### config.mk
export PLATFORM = sky130hd
export DESIGN_NAME = multdiv32_flat
export DESIGN_NICKNAME = d
export VERILOG_FILES = /design/src/rtl/minisys_pkg.sv /design/src/rtl/multdiv32_if.sv /design/src/rtl/multdiv32.sv /design/src/flat_wrapper.sv
export SDC_FILE = /design/constraint.sdc
export NUM_CORES = 1
export LEC_CHECK = 0
export ABC_AREA = 0
export CORE_ASPECT_RATIO = 1.1
export CORE_UTILIZATION = 50
export DETAILED_ROUTE_END_ITERATION = 12
export MAX_ROUTING_LAYER = met4
export PLACE_DENSITY = 0.82
export SYNTH_ARGS = -nofsm -noshare
export SYNTH_HDL_FRONTEND = slang
export SYNTH_SLANG_ARGS = --single-unit
export TNS_END_PERCENT = 100
### constraint.sdc
create_clock -name clock -period 4.3 [get_ports clock]
set_clock_uncertainty 0.2 [all_clocks]
set_input_delay 0.86 -clock clock [delete_from_list [all_inputs] [get_ports clock]]
set_output_delay 0.86 -clock clock [all_outputs]
set_load 0.005 [all_outputs]
### src/rtl/minisys_pkg.sv
// Shared definitions for the Minisys multiply/divide unit: funct codes,
// controller state encoding, iteration count and an operand-magnitude helper.
package minisys_pkg;

    localparam logic [5:0] FUNCT_MFHI  = 6'h10;
    localparam logic [5:0] FUNCT_MTHI  = 6'h11;
    localparam logic [5:0] FUNCT_MFLO  = 6'h12;
    localparam logic [5:0] FUNCT_MTLO  = 6'h13;
    localparam logic [5:0] FUNCT_MULT  = 6'h18;
    localparam logic [5:0] FUNCT_MULTU = 6'h19;
    localparam logic [5:0] FUNCT_DIV   = 6'h1A;
    localparam logic [5:0] FUNCT_DIVU  = 6'h1B;

    localparam int ITER_COUNT = 32;

    typedef enum logic [1:0] {
        IDLE = 2'd0,
        CALC = 2'd1,
        FIX  = 2'd2
    } mdu_state_e;

    // Absolute value for signed ops; 0x8000_0000 maps to itself, which is the
    // correct unsigned magnitude 2^31.
    function automatic logic [31:0] mag32(input logic [31:0] v, input logic is_signed);
        return (is_signed && v[31]) ? (~v + 32'd1) : v;
    endfunction

endpackage

### src/rtl/multdiv32_if.sv
// Controller <-> multiply/divide unit bundle.
// Handshake: Start is a one-cycle request that is only taken while Busy is low;
// a request seen while Busy is high is dropped, never queued. Done pulses for
// exactly one cycle after HI/LO receive a new mult/div result.
interface multdiv32_if;
    import minisys_pkg::*;

    logic        Start;
    logic [5:0]  Function_opcode;
    logic [31:0] Read_data_1;
    logic [31:0] Read_data_2;
    logic        Busy;
    logic        Done;
    logic [31:0] Hi;
    logic [31:0] Lo;
    logic [31:0] Mdu_Result;
    mdu_state_e  dbg_state;

    modport master (
        output Start, Function_opcode, Read_data_1, Read_data_2,
        input  Busy, Done, Hi, Lo, Mdu_Result, dbg_state
    );

    modport slave (
        input  Start, Function_opcode, Read_data_1, Read_data_2,
        output Busy, Done, Hi, Lo, Mdu_Result, dbg_state
    );
endinterface

### src/rtl/multdiv32.sv
// Iterative 32-bit multiply/divide unit with architectural HI/LO registers.
// Multiply is shift-add and divide is restoring, both on operand magnitudes,
// sharing one 64-bit working register and one iteration counter; signs are
// applied in the FIX state.
module multdiv32
    import minisys_pkg::*;
(
    input  logic         clock,
    input  logic         reset,
    multdiv32_if.slave   mdu
);

    mdu_state_e  state_q, state_d;
    logic [4:0]  cnt_q, cnt_d;
    logic [63:0] acc_q, acc_d;
    logic [31:0] opnd_q, opnd_d;        // multiplicand or divisor magnitude
    logic [31:0] dvd_raw_q, dvd_raw_d;  // dividend as presented, for divide by zero
    logic        is_div_q, is_div_d;
    logic        sign_a_q, sign_a_d;
    logic        sign_b_q, sign_b_d;
    logic        dvz_q, dvz_d;
    logic [31:0] hi_q, hi_d;
    logic [31:0] lo_q, lo_d;
    logic        busy_q, busy_d;
    logic        done_q, done_d;

    logic        is_op, is_signed_op;
    logic [31:0] mag_a, mag_b;
    logic [32:0] mul_sum;
    logic [32:0] div_rem;
    logic [33:0] div_diff;
    logic [63:0] prod_neg;

    assign is_op        = (mdu.Function_opcode == FUNCT_MULT) || (mdu.Function_opcode == FUNCT_MULTU) ||
                          (mdu.Function_opcode == FUNCT_DIV)  || (mdu.Function_opcode == FUNCT_DIVU);
    assign is_signed_op = (mdu.Function_opcode == FUNCT_MULT) || (mdu.Function_opcode == FUNCT_DIV);
    assign mag_a        = mag32(mdu.Read_data_1, is_signed_op);
    assign mag_b        = mag32(mdu.Read_data_2, is_signed_op);

    // Multiply step: add multiplicand to the upper half when the current
    // multiplier bit (acc[0]) is set, then shift the whole register right.
    assign mul_sum  = {1'b0, acc_q[63:32]} + (acc_q[0] ? {1'b0, opnd_q} : 33'd0);
    // Divide step: shift the next dividend bit into the remainder, trial-subtract.
    assign div_rem  = {acc_q[63:32], acc_q[31]};
    assign div_diff = {1'b0, div_rem} - {2'b00, opnd_q};
    assign prod_neg = ~acc_q + 64'd1;

    // Next-state, datapath and HI/LO update logic.
    always_comb begin
        state_d   = state_q;
        cnt_d     = cnt_q;
        acc_d     = acc_q;
        opnd_d    = opnd_q;
        dvd_raw_d = dvd_raw_q;
        is_div_d  = is_div_q;
        sign_a_d  = sign_a_q;
        sign_b_d  = sign_b_q;
        dvz_d     = dvz_q;
        hi_d      = hi_q;
        lo_d      = lo_q;
        done_d    = 1'b0;

        case (state_q)
            IDLE: begin
                if (mdu.Start) begin
                    if (is_op) begin
                        state_d   = CALC;
                        cnt_d     = 5'd0;
                        is_div_d  = mdu.Function_opcode[1];
                        sign_a_d  = is_signed_op & mdu.Read_data_1[31];
                        sign_b_d  = is_signed_op & mdu.Read_data_2[31];
                        dvz_d     = (mdu.Read_data_2 == 32'd0);
                        dvd_raw_d = mdu.Read_data_1;
                        // mult: acc = {0, multiplier}, opnd = multiplicand
                        // div:  acc = {0, dividend},   opnd = divisor
                        opnd_d    = mdu.Function_opcode[1] ? mag_b : mag_a;
                        acc_d     = {32'd0, mdu.Function_opcode[1] ? mag_a : mag_b};
                    end else if (mdu.Function_opcode == FUNCT_MTHI) begin
                        hi_d = mdu.Read_data_1;
                    end else if (mdu.Function_opcode == FUNCT_MTLO) begin
                        lo_d = mdu.Read_data_1;
                    end
                end
            end
            CALC: begin
                if (is_div_q) begin
                    if (!div_diff[33]) acc_d = {div_diff[31:0], acc_q[30:0], 1'b1};
                    else               acc_d = {div_rem[31:0],  acc_q[30:0], 1'b0};
                end else begin
                    acc_d = {mul_sum, acc_q[31:1]};
                end
                cnt_d = cnt_q + 5'd1;
                if (cnt_q == 5'(ITER_COUNT - 1)) begin
                    state_d = FIX;
                    cnt_d   = 5'd0;
                end
            end
            FIX: begin
                if (!is_div_q) begin
                    {hi_d, lo_d} = (sign_a_q ^ sign_b_q) ? prod_neg : acc_q;
                end else if (dvz_q) begin
                    hi_d = dvd_raw_q;
                    lo_d = 32'hFFFF_FFFF;
                end else begin
                    lo_d = (sign_a_q ^ sign_b_q) ? (~acc_q[31:0] + 32'd1) : acc_q[31:0];
                    hi_d = sign_a_q ? (~acc_q[63:32] + 32'd1) : acc_q[63:32];
                end
                state_d = IDLE;
                done_d  = 1'b1;
            end
            default: state_d = IDLE;
        endcase

        busy_d = (state_d != IDLE);
    end

    // State and output registers; reset discards any operation in flight.
    always_ff @(posedge clock) begin
        if (reset) begin
            state_q   <= IDLE;
            cnt_q     <= 5'd0;
            acc_q     <= 64'd0;
            opnd_q    <= 32'd0;
            dvd_raw_q <= 32'd0;
            is_div_q  <= 1'b0;
            sign_a_q  <= 1'b0;
            sign_b_q  <= 1'b0;
            dvz_q     <= 1'b0;
            hi_q      <= 32'd0;
            lo_q      <= 32'd0;
            busy_q    <= 1'b0;
            done_q    <= 1'b0;
        end else begin
            state_q   <= state_d;
            cnt_q     <= cnt_d;
            acc_q     <= acc_d;
            opnd_q    <= opnd_d;
            dvd_raw_q <= dvd_raw_d;
            is_div_q  <= is_div_d;
            sign_a_q  <= sign_a_d;
            sign_b_q  <= sign_b_d;
            dvz_q     <= dvz_d;
            hi_q      <= hi_d;
            lo_q      <= lo_d;
            busy_q    <= busy_d;
            done_q    <= done_d;
        end
    end

    assign mdu.Busy       = busy_q;
    assign mdu.Done       = done_q;
    assign mdu.Hi         = hi_q;
    assign mdu.Lo         = lo_q;
    assign mdu.dbg_state  = state_q;
    assign mdu.Mdu_Result = (mdu.Function_opcode == FUNCT_MFHI) ? hi_q :
                            (mdu.Function_opcode == FUNCT_MFLO) ? lo_q : 32'd0;

endmodule

### src/flat_wrapper.sv
// flat-port wrapper written by rule: the top's interface ports become plain ports
module multdiv32_flat import minisys_pkg::*;
  (clock, reset, mdu_Start, mdu_Function_opcode, mdu_Read_data_1, mdu_Read_data_2, mdu_Busy, mdu_Done, mdu_Hi, mdu_Lo, mdu_Mdu_Result, mdu_dbg_state);
  multdiv32_if mdu_i ();
  input  logic clock;
  input  logic reset;
  input wire logic [$bits(mdu_i.Start)-1:0] mdu_Start;
  input wire logic [$bits(mdu_i.Function_opcode)-1:0] mdu_Function_opcode;
  input wire logic [$bits(mdu_i.Read_data_1)-1:0] mdu_Read_data_1;
  input wire logic [$bits(mdu_i.Read_data_2)-1:0] mdu_Read_data_2;
  output wire logic [$bits(mdu_i.Busy)-1:0] mdu_Busy;
  output wire logic [$bits(mdu_i.Done)-1:0] mdu_Done;
  output wire logic [$bits(mdu_i.Hi)-1:0] mdu_Hi;
  output wire logic [$bits(mdu_i.Lo)-1:0] mdu_Lo;
  output wire logic [$bits(mdu_i.Mdu_Result)-1:0] mdu_Mdu_Result;
  output wire logic [$bits(mdu_i.dbg_state)-1:0] mdu_dbg_state;
  assign mdu_i.Start = mdu_Start;
  assign mdu_i.Function_opcode = mdu_Function_opcode;
  assign mdu_i.Read_data_1 = mdu_Read_data_1;
  assign mdu_i.Read_data_2 = mdu_Read_data_2;
  assign mdu_Busy = mdu_i.Busy;
  assign mdu_Done = mdu_i.Done;
  assign mdu_Hi = mdu_i.Hi;
  assign mdu_Lo = mdu_i.Lo;
  assign mdu_Mdu_Result = mdu_i.Mdu_Result;
  assign mdu_dbg_state = mdu_i.dbg_state;
  multdiv32 u_core (.clock(clock), .reset(reset), .mdu(mdu_i));
endmodule
==> results of run 1 <==
-- layer usage --
metal	GRT usage	wire length, um	up-vias
met3	0.0812	7790	287
met4	0.229	4600	0
met2	0.630	31700	1185
met5	-	0	-
li1	-	-	8787
met1	0.505	26900	9155
-- area by class of cell --
type	count	area share
diodes	3	0.000363
clock buffers	36	0.0367
clock inverters	12	0.00762
inverters	70	0.0127
multi-input cells	1909	0.577
flip-flops and latches	205	0.199
well taps	432	0.0261
repair buffers	325	0.141
-- timing repair --
action / in CTS / in global routing
endpoints found under the hold margin: 0 / 0
setup buffers: 0 / 4
setup endpoints to repair: 0 / 5
-- flip-flops by register name, indices dropped and copies added (netlist names) --
signal / count
u_core.mdu.Busy: 1
u_core.mdu.Done: 1
u_core.acc_q: 64
u_core.dvd_raw_q: 32
u_core.dvz_q: 1
u_core.is_div_q: 1
u_core.opnd_q: 32
u_core.sign_a_q: 1
u_core.cnt_q: 5
u_core.mdu.Hi: 32
u_core.mdu.Lo: 32
u_core.sign_b_q: 1
u_core.mdu.dbg_state: 2
-- how the worst min path moves through the flow --
stage / to
floorplan: u_core.opnd_q[2]
global placement: u_core.dvd_raw_q[31]
detailed placement: u_core.dvd_raw_q[2]
CTS: u_core.dvd_raw_q[2]
global route: u_core.dvd_raw_q[30]
finish: u_core.dvd_raw_q[2]
-- power groups by stage --
| stage | sequential [uW] | combinational, uW | clock, uW |
|---|---|---|---|
| after global routing | 1960 | 983 | 2430 |
| final | 1960 | 935 | 2360 |
| after detailed placement | 2000 | 885 | 0 |
| after global placement | 2000 | 878 | 0 |
| after CTS | 1960 | 891 | 2360 |
| after floorplan | 1980 | 525 | 0 |
-- stage by stage --
stage | worst slack (ns) | cell area [um^2] | util | std cells | hold slack (ns)
2_1_floorplan | 0.657 | 17000 | - | 2373 | 0.232
6_report | 0.270 | 20700 | 0.620 | 2992 | 0.255
5_1_grt | 0.116 | 20700 | 0.620 | 2991 | 0.272
4_1_cts | 0.309 | 20700 | 0.619 | 2985 | 0.253
3_5_place_dp | 0.0678 | 19700 | 0.592 | 2937 | 0.245
3_3_place_gp | 0.0363 | 19700 | 0.592 | 2937 | 0.239
-- worst register-to-register path: cells and delay by family, from the launching register on --
kind	cells	cell delay [ns]
simple gates	7	1.86
buf+inv	3	0.67
compound gates	2	0.74
flops	1	0.42
-- cells in the final DEF, fill, tap and decap left out, types with 7 or more instances in the layout --
cell / count
a211oi_1: 39
a21o_1: 38
a21oi_1: 238
a22oi_1: 21
a31oi_1: 16
and2_1: 10
and3_1: 16
buf_4: 151
clkbuf_16: 27
clkdlybuf4s50_1: 170
dfxtp_1: 204
ha_1: 70
inv_1: 70
mux2_2: 11
mux2i_1: 89
nand2_1: 304
nand2b_1: 27
nand3_1: 24
nand4_1: 7
nor2_1: 273
nor2b_1: 12
nor3_1: 43
nor4_1: 26
o211ai_1: 49
o21a_1: 11
o21ai_0: 155
o221ai_1: 42
o22ai_1: 14
o31ai_1: 28
o41ai_1: 9
or2_2: 11
or3_1: 15
or4_1: 13
xnor2_1: 114
xor2_1: 79
-- cells in the mapped netlist, types with 28 or more instances --
cell type | count | area (um^2)
dfxtp_1 | 205 | 4100
nor3_1 | 43 | 215
xor2_1 | 80 | 701
ha_1 | 70 | 876
a21o_1 | 38 | 285
a211oi_1 | 39 | 293
xnor2_1 | 115 | 1010
o21ai_0 | 155 | 776
nor2_1 | 276 | 1040
clkbuf_1 | 162 | 608
inv_1 | 70 | 263
mux2i_1 | 89 | 891
o211ai_1 | 49 | 368
nand2_1 | 305 | 1140
a21oi_1 | 238 | 1190
o221ai_1 | 42 | 368
o31ai_1 | 28 | 210
-- cells by family (layout without fill, tap and decap cells) --
kind of cell,after synthesis,after routing,synth area share
multiplexers,100,100,0.0597
AO/OA/AOI/OAI,726,726,0.270
flip-flops,205,205,0.241
AND/OR/NAND/NOR,816,816,0.216
buffers and inverters,259,443,0.0586
XOR/XNOR,195,195,0.100
other,0,3,0
adder cells (fa/ha/maj),72,72,0.0538
==> impl_metrics.env, run 1 <==
export IMPL_outcome="completed"
export IMPL_ff_latch_area_mm2=0.00411
export IMPL_tightest_slew_ns=1.19
export IMPL_grt_pass1_vias=18300
export IMPL_ir_drop_mv=0.333
export IMPL_ys_async_sr_fraction=0
export IMPL_numCtsBuffers=26
export IMPL_period_minus_slack_ns=4.03
export IMPL_avgSynthCellArea_um2=7.17
export IMPL_via_count=19400
export IMPL_rsz0062_at_grt="no"
export IMPL_core_area_mm2=0.0334
export IMPL_maxSlewHeadroom=0.206
export IMPL_setup_violations=0
export IMPL_max_freq_mhz=248
export IMPL_p_seq_frac=0.373
export IMPL_critPathMaxStageDelay_ns=0.67
export IMPL_drc=0
export IMPL_syn_to_final_growth_pct=21.7
export IMPL_slowest_stage="a2111oi_0"
export IMPL_via_per_inst=6.49
export IMPL_grt_first_pass_wirelength_um=107000
export IMPL_grt_max_degree=92
export IMPL_clockBufferDepth=3
export IMPL_syn_nets=2518
export IMPL_tns_ns=0
export IMPL_pin_count=173
export IMPL_period_share=0.937
export IMPL_antenna_found_initial=2
export IMPL_ys_seq_elements=205
export IMPL_root_buffer="clkbuf_16"
export IMPL_holdPathStages=2
export IMPL_drt_iter0_markers=2393
export IMPL_ys_flop_type="dfxtp_1"
export IMPL_clkTransAtPathRegs_ns=0.06
export IMPL_fillers=2959
export IMPL_syn_inst=2373
export IMPL_row_count=70
export IMPL_die_h_um=195
export IMPL_detail_route_antenna_nets=0
export IMPL_combPwrFrac=0.178
export IMPL_clock_sinks=205
export IMPL_slew_violations=0
export IMPL_path_depth=12
export IMPL_insertion_delay_ns=0.55
export IMPL_power_frac_clock=0.449
export IMPL_synth_area_mm2=0.0170
export IMPL_start_util=0.510
export IMPL_cpMostUsedCell="buf_4"
export IMPL_hold_viol=0
export IMPL_cp_max_fo=9
export IMPL_cts_tree="yes"
export IMPL_multi_input_area_mm2=0.0119
export IMPL_netSwitchingPower_uw=1540
export IMPL_drive_gt1_frac=0.0974
export IMPL_dieArea_mm2=0.0348
export IMPL_ys_warnings_count=0
export IMPL_cp_cell_sequence="or4_4 -> or4_4 -> nor3_4 -> buf_4 -> nand4_4 -> buf_4 -> nor4_2 -> or3_1 -> a21boi_1 -> a2111oi_0 -> buf_4 -> nor3_1"
export IMPL_wl_per_cell_um=23.7
export IMPL_fin_nets=2682
export IMPL_overflow=0
export IMPL_dp_final_hpwl_um=53800
export IMPL_sw_frac_of_total=0.294
export IMPL_worstSetupEndpoint="u_core.mdu.Hi[3]"
export IMPL_reg2reg_to="u_core.mdu.Hi[3]"
export IMPL_cp_num_buf_inv=3
export IMPL_power_density_mw_per_mm2=254
export IMPL_port_buffers=172
export IMPL_maxCapViolations=0
export IMPL_cp_arrival_ns=4.22
export IMPL_postRouteWirelength_um=70900
export IMPL_reg2reg_depth=12
export IMPL_hold_start="u_core.dvd_raw_q[2]"
export IMPL_ys_types=80
export IMPL_cp_top_family="simple AND/OR/NAND/NOR gates"
export IMPL_die_w_um=178
export IMPL_reg2reg_from="u_core.acc_q[8]"
export IMPL_p_leak_uw=0.00804
export IMPL_criticalPathCategory="flop to flop"
export IMPL_grt_usage=0.412
export IMPL_crit_path_start_kind="flop"
export IMPL_p_total_uw=5250
export IMPL_crit_start="u_core.acc_q[8]"
export IMPL_cts_repair_resized=0
export IMPL_seq_area_frac_synth=0.241
export IMPL_cp_required_ns=4.49
export IMPL_cts_htree_levels=1
export IMPL_synth_edf_count=0
export IMPL_holdBufCountCts=0
export IMPL_timing_hold_worst_class="flop to flop"
export IMPL_rrSetupSlack_ns=0.27
export IMPL_internal_power_uw=3710
export IMPL_drtPass1Iterations=6
export IMPL_worst_setup_path_end_kind="flop"
export IMPL_gp_congestion=1.07
Power figures use the tool's default switching activity.
==> run 2: changes to the inputs <==
Settings changed: CTS_CLUSTER_SIZE set to 25.
==> results of run 2 <==
Final layout, timing and power as in run 1 (identical DEF).
